--- src/rtl/jogo_pkg.sv ---
// Shared definitions for the memory-game control unit: state codes,
// default timing parameters and the Moore output decode.
package jogo_pkg;

  typedef enum logic [3:0] {
    INICIAL       = 4'h0,
    PREPARA       = 4'h1,
    INICIA_RODADA = 4'h2,
    MOSTRA        = 4'h3,
    PROX_LED      = 4'h4,
    FIM_MOSTRA    = 4'h5,
    ESPERA        = 4'h6,
    REGISTRA      = 4'h7,
    COMPARA       = 4'h8,
    PROX_JOGADA   = 4'h9,
    PROX_RODADA   = 4'hA,
    FIM_ACERTOU   = 4'hB,
    FIM_ERROU     = 4'hC,
    FIM_TIMEOUT   = 4'hD,
    INVALIDO_E    = 4'hE,
    INVALIDO_F    = 4'hF
  } estado_t;

  localparam int LED_CYCLES_DEF     = 50;
  localparam int TIMEOUT_CYCLES_DEF = 5000;

  typedef struct packed {
    logic zera_E;
    logic conta_E;
    logic zera_R;
    logic conta_R;
    logic registra_R;
    logic mostra_leds;
    logic pronto;
    logic ganhou;
    logic perdeu;
    logic db_timeout;
  } saidas_t;

  // Each state owns a fixed set of strobes; everything else stays low.
  function automatic saidas_t decodifica_saidas(input estado_t e);
    saidas_t s;
    s = '0;
    case (e)
      PREPARA: begin
        s.zera_E = 1'b1;
        s.zera_R = 1'b1;
      end
      INICIA_RODADA: s.zera_E      = 1'b1;
      MOSTRA:        s.mostra_leds = 1'b1;
      PROX_LED:      s.conta_E     = 1'b1;
      FIM_MOSTRA:    s.zera_E      = 1'b1;
      REGISTRA:      s.registra_R  = 1'b1;
      PROX_JOGADA:   s.conta_E     = 1'b1;
      PROX_RODADA:   s.conta_R     = 1'b1;
      FIM_ACERTOU: begin
        s.pronto = 1'b1;
        s.ganhou = 1'b1;
      end
      FIM_ERROU: begin
        s.pronto = 1'b1;
        s.perdeu = 1'b1;
      end
      FIM_TIMEOUT: begin
        s.pronto     = 1'b1;
        s.perdeu     = 1'b1;
        s.db_timeout = 1'b1;
      end
      default: s = '0;
    endcase
    return s;
  endfunction

endpackage

--- src/rtl/contador_temporizador.sv ---
// Saturating cycle timer: counts while enabled, flags when it reaches
// limit-1 and then holds there until cleared.
module contador_temporizador #(
  parameter int W = 16
) (
  input  logic         clock,
  input  logic         reset,
  input  logic         clear,
  input  logic         enable,
  input  logic [W-1:0] limit,
  output logic         fim
);

  logic [W-1:0] count_q;
  logic [W-1:0] count_d;

  assign fim = (count_q == (limit - W'(1)));

  always_comb begin
    count_d = count_q;
    if (clear) begin
      count_d = '0;
    end else if (enable && !fim) begin
      count_d = count_q + W'(1);
    end
  end

  always_ff @(posedge clock) begin
    if (reset) begin
      count_q <= '0;
    end else begin
      count_q <= count_d;
    end
  end

endmodule

--- src/rtl/unidade_controle_rodadas.sv ---
// Round-control FSM of the memory game: plays the stored sequence on the
// LEDs, waits for and checks each button play, and reports win/loss/timeout.
module unidade_controle_rodadas
  import jogo_pkg::*;
#(
  parameter int LED_CYCLES     = LED_CYCLES_DEF,
  parameter int TIMEOUT_CYCLES = TIMEOUT_CYCLES_DEF,
  parameter int TIMER_W        = 16
) (
  input  logic       clock,
  input  logic       reset,
  input  logic       jogar,
  input  logic       tem_jogada,
  input  logic       jogada_correta,
  input  logic       endereco_igual_rodada,
  input  logic       fim_rodada,
  output logic       zera_E,
  output logic       conta_E,
  output logic       zera_R,
  output logic       conta_R,
  output logic       registra_R,
  output logic       mostra_leds,
  output logic       pronto,
  output logic       ganhou,
  output logic       perdeu,
  output logic       db_timeout,
  output logic [3:0] db_estado
);

  estado_t              estado_q;
  estado_t              estado_d;
  saidas_t              saidas_q;
  logic                 timer_en;
  logic                 timer_fim;
  logic [TIMER_W-1:0]   timer_limit;

  // One shared timer: LED window while showing, play deadline while waiting.
  assign timer_en    = (estado_q == MOSTRA) || (estado_q == ESPERA);
  assign timer_limit = (estado_q == MOSTRA) ? TIMER_W'(LED_CYCLES)
                                            : TIMER_W'(TIMEOUT_CYCLES);

  contador_temporizador #(
    .W(TIMER_W)
  ) u_timer (
    .clock (clock),
    .reset (reset),
    .clear (!timer_en),
    .enable(timer_en),
    .limit (timer_limit),
    .fim   (timer_fim)
  );

  always_comb begin
    estado_d = estado_q;
    case (estado_q)
      INICIAL:       if (jogar) estado_d = PREPARA;
      PREPARA:       estado_d = INICIA_RODADA;
      INICIA_RODADA: estado_d = MOSTRA;
      MOSTRA: begin
        if (timer_fim) begin
          estado_d = endereco_igual_rodada ? FIM_MOSTRA : PROX_LED;
        end
      end
      PROX_LED:      estado_d = MOSTRA;
      FIM_MOSTRA:    estado_d = ESPERA;
      // A play arriving on the deadline cycle still counts.
      ESPERA: begin
        if (tem_jogada) begin
          estado_d = REGISTRA;
        end else if (timer_fim) begin
          estado_d = FIM_TIMEOUT;
        end
      end
      REGISTRA:      estado_d = COMPARA;
      COMPARA: begin
        if (!jogada_correta) begin
          estado_d = FIM_ERROU;
        end else if (!endereco_igual_rodada) begin
          estado_d = PROX_JOGADA;
        end else if (fim_rodada) begin
          estado_d = FIM_ACERTOU;
        end else begin
          estado_d = PROX_RODADA;
        end
      end
      PROX_JOGADA:   estado_d = ESPERA;
      PROX_RODADA:   estado_d = INICIA_RODADA;
      FIM_ACERTOU,
      FIM_ERROU,
      FIM_TIMEOUT:   if (jogar) estado_d = PREPARA;
      default:       estado_d = INICIAL;
    endcase
  end

  // Outputs are registered from the next state so they line up with estado_q.
  always_ff @(posedge clock) begin
    if (reset) begin
      estado_q <= INICIAL;
      saidas_q <= '0;
    end else begin
      estado_q <= estado_d;
      saidas_q <= decodifica_saidas(estado_d);
    end
  end

  assign zera_E      = saidas_q.zera_E;
  assign conta_E     = saidas_q.conta_E;
  assign zera_R      = saidas_q.zera_R;
  assign conta_R     = saidas_q.conta_R;
  assign registra_R  = saidas_q.registra_R;
  assign mostra_leds = saidas_q.mostra_leds;
  assign pronto      = saidas_q.pronto;
  assign ganhou      = saidas_q.ganhou;
  assign perdeu      = saidas_q.perdeu;
  assign db_timeout  = saidas_q.db_timeout;
  assign db_estado   = estado_q;

endmodule

--- config.mk ---
export PLATFORM = sky130hd
export DESIGN_NAME = unidade_controle_rodadas
export DESIGN_NICKNAME = d
export VERILOG_FILES = /design/src/rtl/jogo_pkg.sv /design/src/rtl/contador_temporizador.sv /design/src/rtl/unidade_controle_rodadas.sv
export SDC_FILE = /design/constraint.sdc
export NUM_CORES = 1
export LEC_CHECK = 0
export ABC_AREA = 1
export BUFFER_PORTS_ARGS = -buffer_cell sky130_fd_sc_hd__buf_2
export CORE_ASPECT_RATIO = 0.5
export CORE_MARGIN = 3
export CORE_UTILIZATION = 30
export DETAILED_ROUTE_END_ITERATION = 16
export GPL_TIMING_DRIVEN = 1
export SYNTH_ARGS = -nofsm -noshare
export SYNTH_HDL_FRONTEND = slang
export SYNTH_SLANG_ARGS = --single-unit
--- constraint.sdc ---
create_clock -name clock -period 3.9 [get_ports clock]
set_input_delay 0.585 -clock clock [delete_from_list [all_inputs] [get_ports clock]]
set_output_delay 0.585 -clock clock [all_outputs]
set_load 0.05 [all_outputs]
==> qor.txt, run 1 <==
design area: 0.00208 sq mm
Lkg Pwr: 0.938 nW
Setup CP Type: reg -> reg
Final Cycle Share: 0.463
Synth Area in Compound Gates: 0.0906
VDD IR max: 0.295 mV
final worst slack: 2.09 ns
share of cells above drive strength 1: 0.184
total I/O pin count: 21
mux contribution to synthesized area: 0
CTS Buffer Depth: 2
syn avg cell area: 6.54 sq um
die width: 113 um
area leader, netlist: dfxtp_1
syn_nets: 270
iteration-0 DRC count of the detailed router: 67
Post-DP Area: 0.00188 sq mm
CP cell instances: nand2_2 -> inv_1 -> nand2_1 -> nand3_1 -> nand2_2 -> nand3_4 -> nand2_4 -> inv_2 -> nand3_1 -> o21ai_0 -> a21oi_1
Slew @ Worst Pin: 0.463 ns
number of remaining DRC errors: 0
cell area after synthesis: 0.00171 sq mm
number of warnings issued by yosys: 0
TritonCTS Buffers: 5
CP top delay family: simple AND/OR/NAND/NOR gates
post-layout min period: 1.81 ns
adder-cell share of the synthesized area: 0.00730
dpl hpwl: 3130 um
cts hold-fix bufs: 0
CTS tree: yes
slowest stage delay, CP: 0.45 ns
die area: 0.00671 sq mm
sequential share of the synthesized area: 0.351
number of distinct library cells after synthesis: 28
fin nets: 295
largest net degree at the start of global routing: 16
CP max stage cell: dfxtp_1
Filler Cell Count: 561
dpl ws: 2.08 ns
final setup violation count: 0
diodes inserted: 0
CP Capture Type: flop
WHS Path Cells: 2
Post-CTS Setup Bufs: 0
Detailed Routing Iterations Pass 1: 4
Seq cells post-synth: 30
global-route wire length before repair: 6940 um
largest family of logic cells by synthesized area: simple AND/OR/NAND/NOR gates
crit start category: flop
clk_skew: 0.00772 ns
final hold violation count: 0
Worst path depth: 11
Total Routed Length: 4030 um
Critical Path AT: 1.97 ns
Routability Congestion: 0.907
HP Class: reg -> reg
max-cap violation count: 0
vias per cell: 4.65
Rows: 18
final antenna-violating net count: 0
Clock Sink Count: 30
die height: 59.4 um
Vias: 1666
cts repair resizes: 0
main area contributors after synthesis: dfxtp_1 35%, nand2_1 14%, nor2_1 7.7%
grt total ovfl: 0
status: completed
highest clock rate: 554 MHz
share of Yosys cell area claimed by the top area cell type: 0.351
H-tree level count: 2
slew margin rel.: 0.690
simple-gate share of the synthesized area: 0.405
Pwr per Cell Area: 594 mW/mm^2
antenna violations before repair: 0
clock-pin slew on the worst setup and hold paths: 0.05 ns
xor-xnor portion of the synthesized cell area: 0.0460
GRT Resource Usage Total: 0.130
Crit Path Max Fanout: 15
worst r2r path cells: 11
Async S/R FF share, synth: 0
vias in the first global route: 1607
Post-synth EDFFs: 0
Starting Density: 0.329
IO buf count: 20
Core Region: 0.00520 sq mm
setup TNS: 0 ns
ys flop type: dfxtp_1
RSZ-0062 raised after global routing: no
Mapped Cells: 262
Critical Path RT: 4.06 ns
Root Buffer: clkbuf_16
Routed wire per std cell: 11.2 um
fin. max-slew vios: 0
WP buf/inv: 2
Clock Latency Late Sink: 0.28 ns
area grow syn2layout: 21.5%
==> through the flow <==
stage / total power [mW] / instances / hold WS [ns] / util
after CTS: 1.25 / 358 / 0.510 / 0.400
after detailed placement: 0.726 / 350 / 0.502 / 0.362
after floorplan: 0.654 / 262 / 0.468 / -
after global routing: 1.32 / 358 / 0.538 / 0.400
final: 1.24 / 358 / 0.504 / 0.400
after global placement: 0.723 / 350 / 0.492 / 0.362
==> sequential cells by signal, indices dropped and copies added, names as in the netlist <==
signal / count
conta_E: 1
db_timeout: 1
conta_R: 1
pronto: 1
registra_R: 1
ganhou: 1
mostra_leds: 1
db_estado: 4
zera_E: 1
perdeu: 1
zera_R: 1
u_timer.count_q: 16
==> Yosys cell counts (5+ instances only) <==
master   count
nand4_1      9
xor2_1       7
dfxtp_1     30
nand2_2      8
inv_1       32
inv_2        9
nor3_1       8
o21ai_0      5
nor2_1      35
nand2_1     65
a21oi_1     19
nand3_1     15
==> report_power, final <==
group | internal [mW] | switching, mW
registers | 0.334 | 0.0221
logic | 0.0940 | 0.267
clock network | 0.383 | 0.134
==> metal layers <==
| layer | vias to the layer above | routed length (um) | track usage |
|---|---|---|---|
| met5 | - | 0 | 0 |
| met4 | 0 | 56 | 0.0582 |
| met3 | 5 | 165 | 0.0326 |
| met2 | 26 | 1810 | 0.213 |
| met1 | 753 | 2000 | 0.165 |
| li1 | 882 | - | - |
==> tightest hold or removal path: cells and delay by family (launching register included) <==
kind | cells | cell delay, ns
flip-flops | 1 | 0.32
AO/OA/AOI/OAI | 1 | 0.06
AND/OR/NAND/NOR | 1 | 0.07
==> path summary, 6_finish.rpt <==
path	start	to	slack (ns)
worst min-delay path	u_timer.count_q[15]	u_timer.count_q[15]	0.50
worst max register to register	db_estado[0]	u_timer.count_q[5]	2.09
worst min register to register	u_timer.count_q[15]	u_timer.count_q[15]	0.50
worst max-delay path	db_estado[0]	u_timer.count_q[5]	2.09
==> cells in the final DEF (no fill, tap or decap), drive strengths merged <==
cell | synthesis | final
nand2 | 75 | 75
inv | 41 | 41
nor2 | 37 | 37
dfxtp | 30 | 30
buf | 2 | 20
a21oi | 19 | 19
nand3 | 17 | 17
nand4 | 10 | 10
nor3 | 8 | 8
xor2 | 7 | 7
o21ai | 7 | 7
clkbuf | 0 | 6
nand3b | 2 | 2
xnor2 | 2 | 2
bufinv | 0 | 2
o31ai | 1 | 1
o211ai | 1 | 1
a31oi | 1 | 1
nor4 | 1 | 1
ha | 1 | 1
==> cells by family (layout without fill, tap and decap cells) <==
| kind of cell | count (synthesis) | after routing |
|---|---|---|
| AND/OR/NAND/NOR | 150 | 150 |
| buffers and inverters | 43 | 69 |
| flip-flops | 30 | 30 |
| AO/OA/AOI/OAI | 29 | 29 |
| XOR/XNOR | 9 | 9 |
| adder cells (fa/ha/maj) | 1 | 1 |
==> layout make-up <==
cell class              count  area [sq um]  area share
clock buffers               6           139      0.0667
clock inverters             2          60.1      0.0289
inverters                  41           154      0.0740
multi-input cells         189           940       0.452
flip-flops and latches     30           601       0.289
well taps                  70          87.6      0.0421
repair buffers             20           100      0.0481
(Power assumes the default switching activity.)
==> run 2: changes to the inputs <==
==> constraint.sdc (replaced) <==
create_clock -name clock -period 1.9 [get_ports clock]
set_input_delay 0.285 -clock clock [delete_from_list [all_inputs] [get_ports clock]]
set_output_delay 0.285 -clock clock [all_outputs]
set_load 0.05 [all_outputs]
==> run 2 against run 1 <==
  * Global-route usage grew 0.39 points
  * Combinational power is 110% higher
  * Critical path depth decreased by 1
  * Register-to-register slack worse by 1.8 ns
  * Count of clock-buffer cells in the layout unchanged
  * Non-clock buffer count rose by 2
  * Utilization up 0.53 points
  * Clock skew shrank 0.00078 ns
  * Routed wire length rose by 2.1%
  * Fmax rose by 10%
  * Setup slack worse by 1.8 ns
  * Highest routed layer unchanged
==> qor.txt, run 2 (synthesis gave the netlist of run 1 again) <==
status: completed
crit path launch: db_estado[0]
Core Region: 0.00520 sq mm (unchanged)
Routed wire per std cell: 11.4 um (+1.5%)
Routability Congestion: 0.873 (-3.7%)
CTS tree: yes
final setup violation count: 0 (unchanged)
clock-pin slew on the worst setup and hold paths: 0.06 ns (about the same)
vias per cell: 4.68 (+0.64%)
antenna violations before repair: 0 (unchanged)
Pwr per Cell Area: 1210 mW/mm^2 (+100%)
Rows: 18 (unchanged)
Detailed Routing Iterations Pass 1: 4 (unchanged)
most frequent cells in the layout: 65 x nand2_1, 33 x nor2_1, 32 x inv_1
commonest non-fill, non-tap cell in the layout: nand2_1
die width: 113 um (unchanged)
largest register by flop count: u_timer.count_q
dpl hpwl: 3150 um (+0.44%)
r2r setup slk: 0.26 ns (-1.83 ns)
largest net degree at the start of global routing: 16 (unchanged)
cts hold-fix bufs: 0 (unchanged)
TritonCTS Buffers: 5 (unchanged)
WHS Path Cells: 2 (unchanged)
area grow syn2layout: 23.1%
fin nets: 297 (+0.68%)
reg2reg end: ganhou
H-tree level count: 2 (unchanged)
total I/O pin count: 21 (unchanged)
die area: 0.00671 sq mm (unchanged)
slew margin rel.: 0.769 (+0.0788)
Post-CTS Setup Bufs: 0 (unchanged)
IO buf count: 20 (unchanged)
Total Routed Length: 4110 um (+2.1%)
Setup CP Type: reg -> reg
global-route wire length before repair: 7200 um (+3.8%)
number of remaining DRC errors: 0 (unchanged)
design area: 0.00211 sq mm (+1.3%)
vias in the first global route: 1578 (-1.8%)
Final Cycle Share: 0.864 (+0.400)
worst r2r path cells: 10 (-1)
cts repair resizes: 0 (unchanged)
Starting Density: 0.329 (unchanged)
crit path to: ganhou
Critical Path AT: 1.86 ns (-0.11 ns)
fin. max-slew vios: 0 (unchanged)
utilization after layout: 0.405 (+0.00529)
die height: 59.4 um (unchanged)
crit start category: flop
dpl ws: 0.145 ns (-1.94 ns)
max-cap violation count: 0 (unchanged)
highest clock rate: 609 MHz (+10%)
Clock Sink Count: 30 (unchanged)
post-layout min period: 1.64 ns (-0.166 ns)
Root Buffer: clkbuf_16
RSZ-0062 raised after global routing: no
Lkg Pwr: 0.948 nW (+1.1%)
grt total ovfl: 0 (unchanged)
setup TNS: 0 ns (unchanged)
CP Capture Type: flop
Post-DP Area: 0.00190 sq mm (+0.80%)
clk_skew: 0.00695 ns (-0.000775 ns)
final hold violation count: 0 (unchanged)
Slew @ Worst Pin: 0.343 ns (-0.120 ns)
GRT Resource Usage Total: 0.134 (+0.00392)
Critical Path RT: 2.12 ns (-1.94 ns)
Clock Latency Late Sink: 0.28 ns (about the same)
share of cells above drive strength 1: 0.210 (+0.0263)
iteration-0 DRC count of the detailed router: 74 (+10%)
final worst slack: 0.259 ns (-1.83 ns)
Crit Path Max Fanout: 7 (-8)
Vias: 1686 (+1.2%)
CTS Buffer Depth: 2 (unchanged)
HP Class: in -> reg
VDD IR max: 0.680 mV (+130%)
Crit Reg-Reg Startpoint: db_estado[0]
final antenna-violating net count: 0 (unchanged)
diodes inserted: 0 (unchanged)
Largest register FFs: 16 (unchanged)
==> run 2: changes by cell type in the layout (fill, tap and decap cells not counted), sizes merged <==
cell / before / now
buf: 20 / 22
==> run 2: per-layer routing <==
layer,vias to the layer above,track usage,share of wire
li1,887,-,-
met1,756,0.172,0.48
met2,38,0.218,0.45
met3,5,0.0336,0.055
met4,0,0.0565,0.014
met5,-,0,0
==> run 2: worst min-delay path by stage <==
stage | from | end | slack, ns
6_report | reset | db_estado[1] | 0.25
5_1_grt | reset | registra_R | 0.27
4_1_cts | reset | db_estado[1] | 0.25
3_5_place_dp | u_timer.count_q[15] | u_timer.count_q[15] | 0.49
3_3_place_gp | u_timer.count_q[15] | u_timer.count_q[15] | 0.48
2_1_floorplan | reset | db_estado[1] | 0.36
==> run 2: final cells by class <==
cell class,count,area [sq um]
Clock buffer,6,139
Clock inverter,2,60.1
Fill cell,563,3090
Inverter,41,156
Multi-Input combinational cell,189,945
Sequential cell,30,606
Tap cell,70,87.6
Timing Repair Buffer,22,115
==> run 2: power by group <==
part | total, mW | internal [mW] | switching (mW)
Clock | 1.07 | 0.786 | 0.280
Combinational | 0.755 | 0.203 | 0.552
Sequential | 0.738 | 0.691 | 0.0472
==> run 2: worst max-delay path, stage by stage, from the launching register on <==
cell	delay (ns)
dfxtp_2	0.40
nand2_2	0.11
nor2_2	0.18
nand3_1	0.12
nand2_2	0.11
nand4_1	0.13
nand3_2	0.13
nand2_1	0.08
nor2_1	0.13
nand3_1	0.12
inv_1	0.07
==> run 2: metrics by stage <==
stage | total power, mW | hold WS [ns] | cells
6_report | 2.56 | 0.247 | 360
5_1_grt | 2.72 | 0.272 | 360
4_1_cts | 2.57 | 0.251 | 360
3_5_place_dp | 1.49 | 0.486 | 352
3_3_place_gp | 1.49 | 0.482 | 352
2_1_floorplan | 1.34 | 0.357 | 262
==> run 3: changes to the inputs <==
--- a/config.mk
+++ b/config.mk
@@ -9,9 +9,10 @@
 export BUFFER_PORTS_ARGS = -buffer_cell sky130_fd_sc_hd__buf_2
 export CORE_ASPECT_RATIO = 0.5
 export CORE_MARGIN = 3
-export CORE_UTILIZATION = 30
+export CORE_UTILIZATION = 50
 export DETAILED_ROUTE_END_ITERATION = 16
 export GPL_TIMING_DRIVEN = 1
+export PLACE_DENSITY = 0.7
 export SYNTH_ARGS = -nofsm -noshare
 export SYNTH_HDL_FRONTEND = slang
 export SYNTH_SLANG_ARGS = --single-unit
==> run 3 against run 2 <==
  * First-iteration DRC count is 47% higher
  * Combinational power grew 2%
  * Via count is 0.42% higher
  * Final area is 6.8% lower
  * Fmax shrank 5.0%
  * Non-clock buffer count is 1 higher
  * Utilization up 22 points
  * Sequential power fell by 2%
  * Flip-flop and latch count stayed put
  * Setup slack worse by 0.087 ns
  * Largest cell class unchanged
==> qor.txt, run 3 (synthesis gave the netlist of run 1 again) <==
Routability Congestion: 0.921 (+5.5%)
Hold Slack: 0.247 ns (+0.0000870 ns)
Slew @ Worst Pin: 0.419 ns (+0.0751 ns)
Rows: 14 (-4)
fin. max-slew vios: 0 (unchanged)
Net Sw Frac: 0.417 (+0.0736)
clock-pin slew on the worst setup and hold paths: 0.07 ns (about the same)
largest net degree at the start of global routing: 16 (unchanged)
Pwr per Cell Area: 1040 mW/mm^2 (-15%)
reg2reg end: conta_E
largest register by flop count: u_timer.count_q
placed cells: 323 (-8.2%)
Lkg Pwr: 0.907 nW (-4.4%)
Starting Density: 0.546 (+0.217)
highest clock rate: 579 MHz (-5.0%)
antenna violations before repair: 0 (unchanged)
Crit Path Max Fanout: 14 (+7)
met1 Use GR: 0.265 (+0.0931)
number of remaining DRC errors: 0 (unchanged)
GRT Resource Usage Total: 0.200 (+0.0659)
Clock Sink Count: 30 (unchanged)
die height: 47.4 um (-20%)
final worst slack: 0.172 ns (-0.0867 ns)
diodes inserted: 0 (unchanged)
dpl hpwl: 2970 um (-5.5%)
Setup CP Type: reg -> reg
grt met3 use: 0.0648 (+0.0312)
vias per cell: 5.11 (+9.2%)
CP Capture Type: flop
final hold violation count: 0 (unchanged)
Net Sw Power: 0.849 mW (-3.4%)
Critical Path AT: 1.91 ns (+0.05 ns)
max-cap violation count: 0 (unchanged)
die area: 0.00421 sq mm (-37%)
WHS Path Cells: 2 (unchanged)
Crit Reg-Reg Startpoint: db_estado[2]
Filler Cell Count: 303 (-46%)
Critical Path RT: 2.08 ns (-0.04 ns)
total I/O pin count: 21 (unchanged)
fin nets: 298 (+0.34%)
final setup violation count: 0 (unchanged)
Routed wire per std cell: 11.4 um (+0.10%)
H-tree level count: 2 (unchanged)
crit path to: conta_E
Total Routed Length: 3780 um (-8.0%)
GRT busiest layer: met2
share of cells above drive strength 1: 0.199 (-0.0110)
Final Cycle Share: 0.909 (+0.0456)
GR Util met2: 0.320 (+0.102)
Largest register FFs: 16 (unchanged)
r2r setup slk: 0.17 ns (-0.09 ns)
IO buf count: 20 (unchanged)
most frequent cells in the layout: 65 x nand2_1, 34 x nor2_1, 32 x inv_1
Vias: 1693 (+0.42%)
clk_skew: 0.00519 ns (-0.00176 ns)
Core Region: 0.00314 sq mm (-40%)
Reg power frac: 0.354 (+0.066)
Int Power: 1.19 mW (-29%)
Post-CTS Setup Bufs: 0 (unchanged)
slew margin rel.: 0.718 (-0.0505)
commonest non-fill, non-tap cell in the layout: nand2_1
CTS Buffer Depth: 2 (unchanged)
final antenna-violating net count: 0 (unchanged)
global-route wire length before repair: 6350 um (-12%)
Post-DP Area: 0.00187 sq mm (-1.6%)
vias in the first global route: 1471 (-6.8%)
post-layout min period: 1.73 ns (+0.0867 ns)
final std cells w/o fill: 331 (-8.1%)
design area: 0.00197 sq mm (-6.8%)
crit path launch: db_estado[2]
crit start category: flop
dpl ws: 0.118 ns (-0.0273 ns)
Clock Latency Late Sink: 0.28 ns (about the same)
status: completed
HP Class: in -> reg
Comb pwr share: 0.380 (+0.085)
VDD IR max: 0.780 mV (+15%)
area grow syn2layout: 14.8%
CTS tree: yes
die width: 88.8 um (-21%)
Worst Min Path Start: reset
worst r2r path cells: 12 (+2)
iteration-0 DRC count of the detailed router: 109 (+47%)
grt total ovfl: 0 (unchanged)
Root Buffer: clkbuf_8
utilization after layout: 0.627 (+0.222)
TritonCTS Buffers: 5 (unchanged)
Detailed Routing Iterations Pass 1: 4 (unchanged)
clock power share: 0.266 (-0.151)
==> run 3: cell count changes in the layout (fill, tap and decap cells not counted) <==
| cell | change |
|---|---|
| clkbuf_16 | -5 |
| bufinv_16 | -2 |
| buf_4 | +1 |
| clkinv_2 | +1 |
| clkbuf_1 | +1 |
| dfxtp_1 | +2 |
| nor2_1 | +1 |
| dfxtp_2 | -2 |
| clkbuf_8 | +5 |
| nor2_2 | -1 |
==> run 3: worst min path at each step <==
| stage | to | slack, ns |
|---|---|---|
| 2_1_floorplan | db_estado[1] | 0.36 |
| 3_3_place_gp | u_timer.count_q[15] | 0.49 |
| 3_5_place_dp | u_timer.count_q[15] | 0.49 |
| 4_1_cts | registra_R | 0.24 |
| 5_1_grt | db_estado[0] | 0.25 |
| 6_report | registra_R | 0.25 |
==> run 3: layout make-up <==
type / instances / area, sq um / share of cell area
multi-input combinational: 189 / 942 / 0.479
sequential: 30 / 603 / 0.307
inverter: 41 / 156 / 0.0796
timing repair buffer: 23 / 123 / 0.0624
clock buffer: 7 / 86.3 / 0.0439
tap: 40 / 50.0 / 0.0255
clock inverter: 1 / 5.00 / 0.00255
==> run 3: repair_timing <==
item | 4_1_cts | 5_1_grt
setup endpoints to repair | 0 | 8
resized for setup | 0 | 5
hold endpoints to repair | 0 | 0
hold buffers | 0 | 0
==> run 3: critical path, cell delays in order, from the launching register on <==
cell and delay [ns]:
dfxtp_1 0.37, inv_1 0.11, nand2_1 0.08, nor2_2 0.14
nand3_1 0.11, nand2_2 0.11, nand3_4 0.09, nand2_4 0.17
nand2_2 0.07, nand2_2 0.08, nand2_4 0.07, a21oi_1 0.15
nor2_1 0.06
==> run 3: per-stage QoR <==
| step | power (mW) | TNS [ns] |
|---|---|---|
| final | 2.04 | 0 |
| after global routing | 2.15 | -0.000218 |
| after CTS | 2.04 | 0 |
| after detailed placement | 1.50 | 0 |
| after global placement | 1.49 | 0 |
| after floorplan | 1.34 | 0 |
==> run 3: metal layers <==
layer,vias to the layer above,part of all wire
met5,-,0
met4,0,0.0066
met3,2,0.051
met2,38,0.44
met1,762,0.50
li1,891,-
==> run 3: power groups by stage <==
| stage | logic [mW] | registers [mW] | clock network (mW) |
|---|---|---|---|
| finish | 0.773 | 0.721 | 0.542 |
| global route | 0.844 | 0.731 | 0.577 |
| detailed placement | 0.767 | 0.732 | 0 |
| floorplan | 0.419 | 0.923 | 0 |
| CTS | 0.770 | 0.718 | 0.550 |
| global placement | 0.760 | 0.731 | 0 |
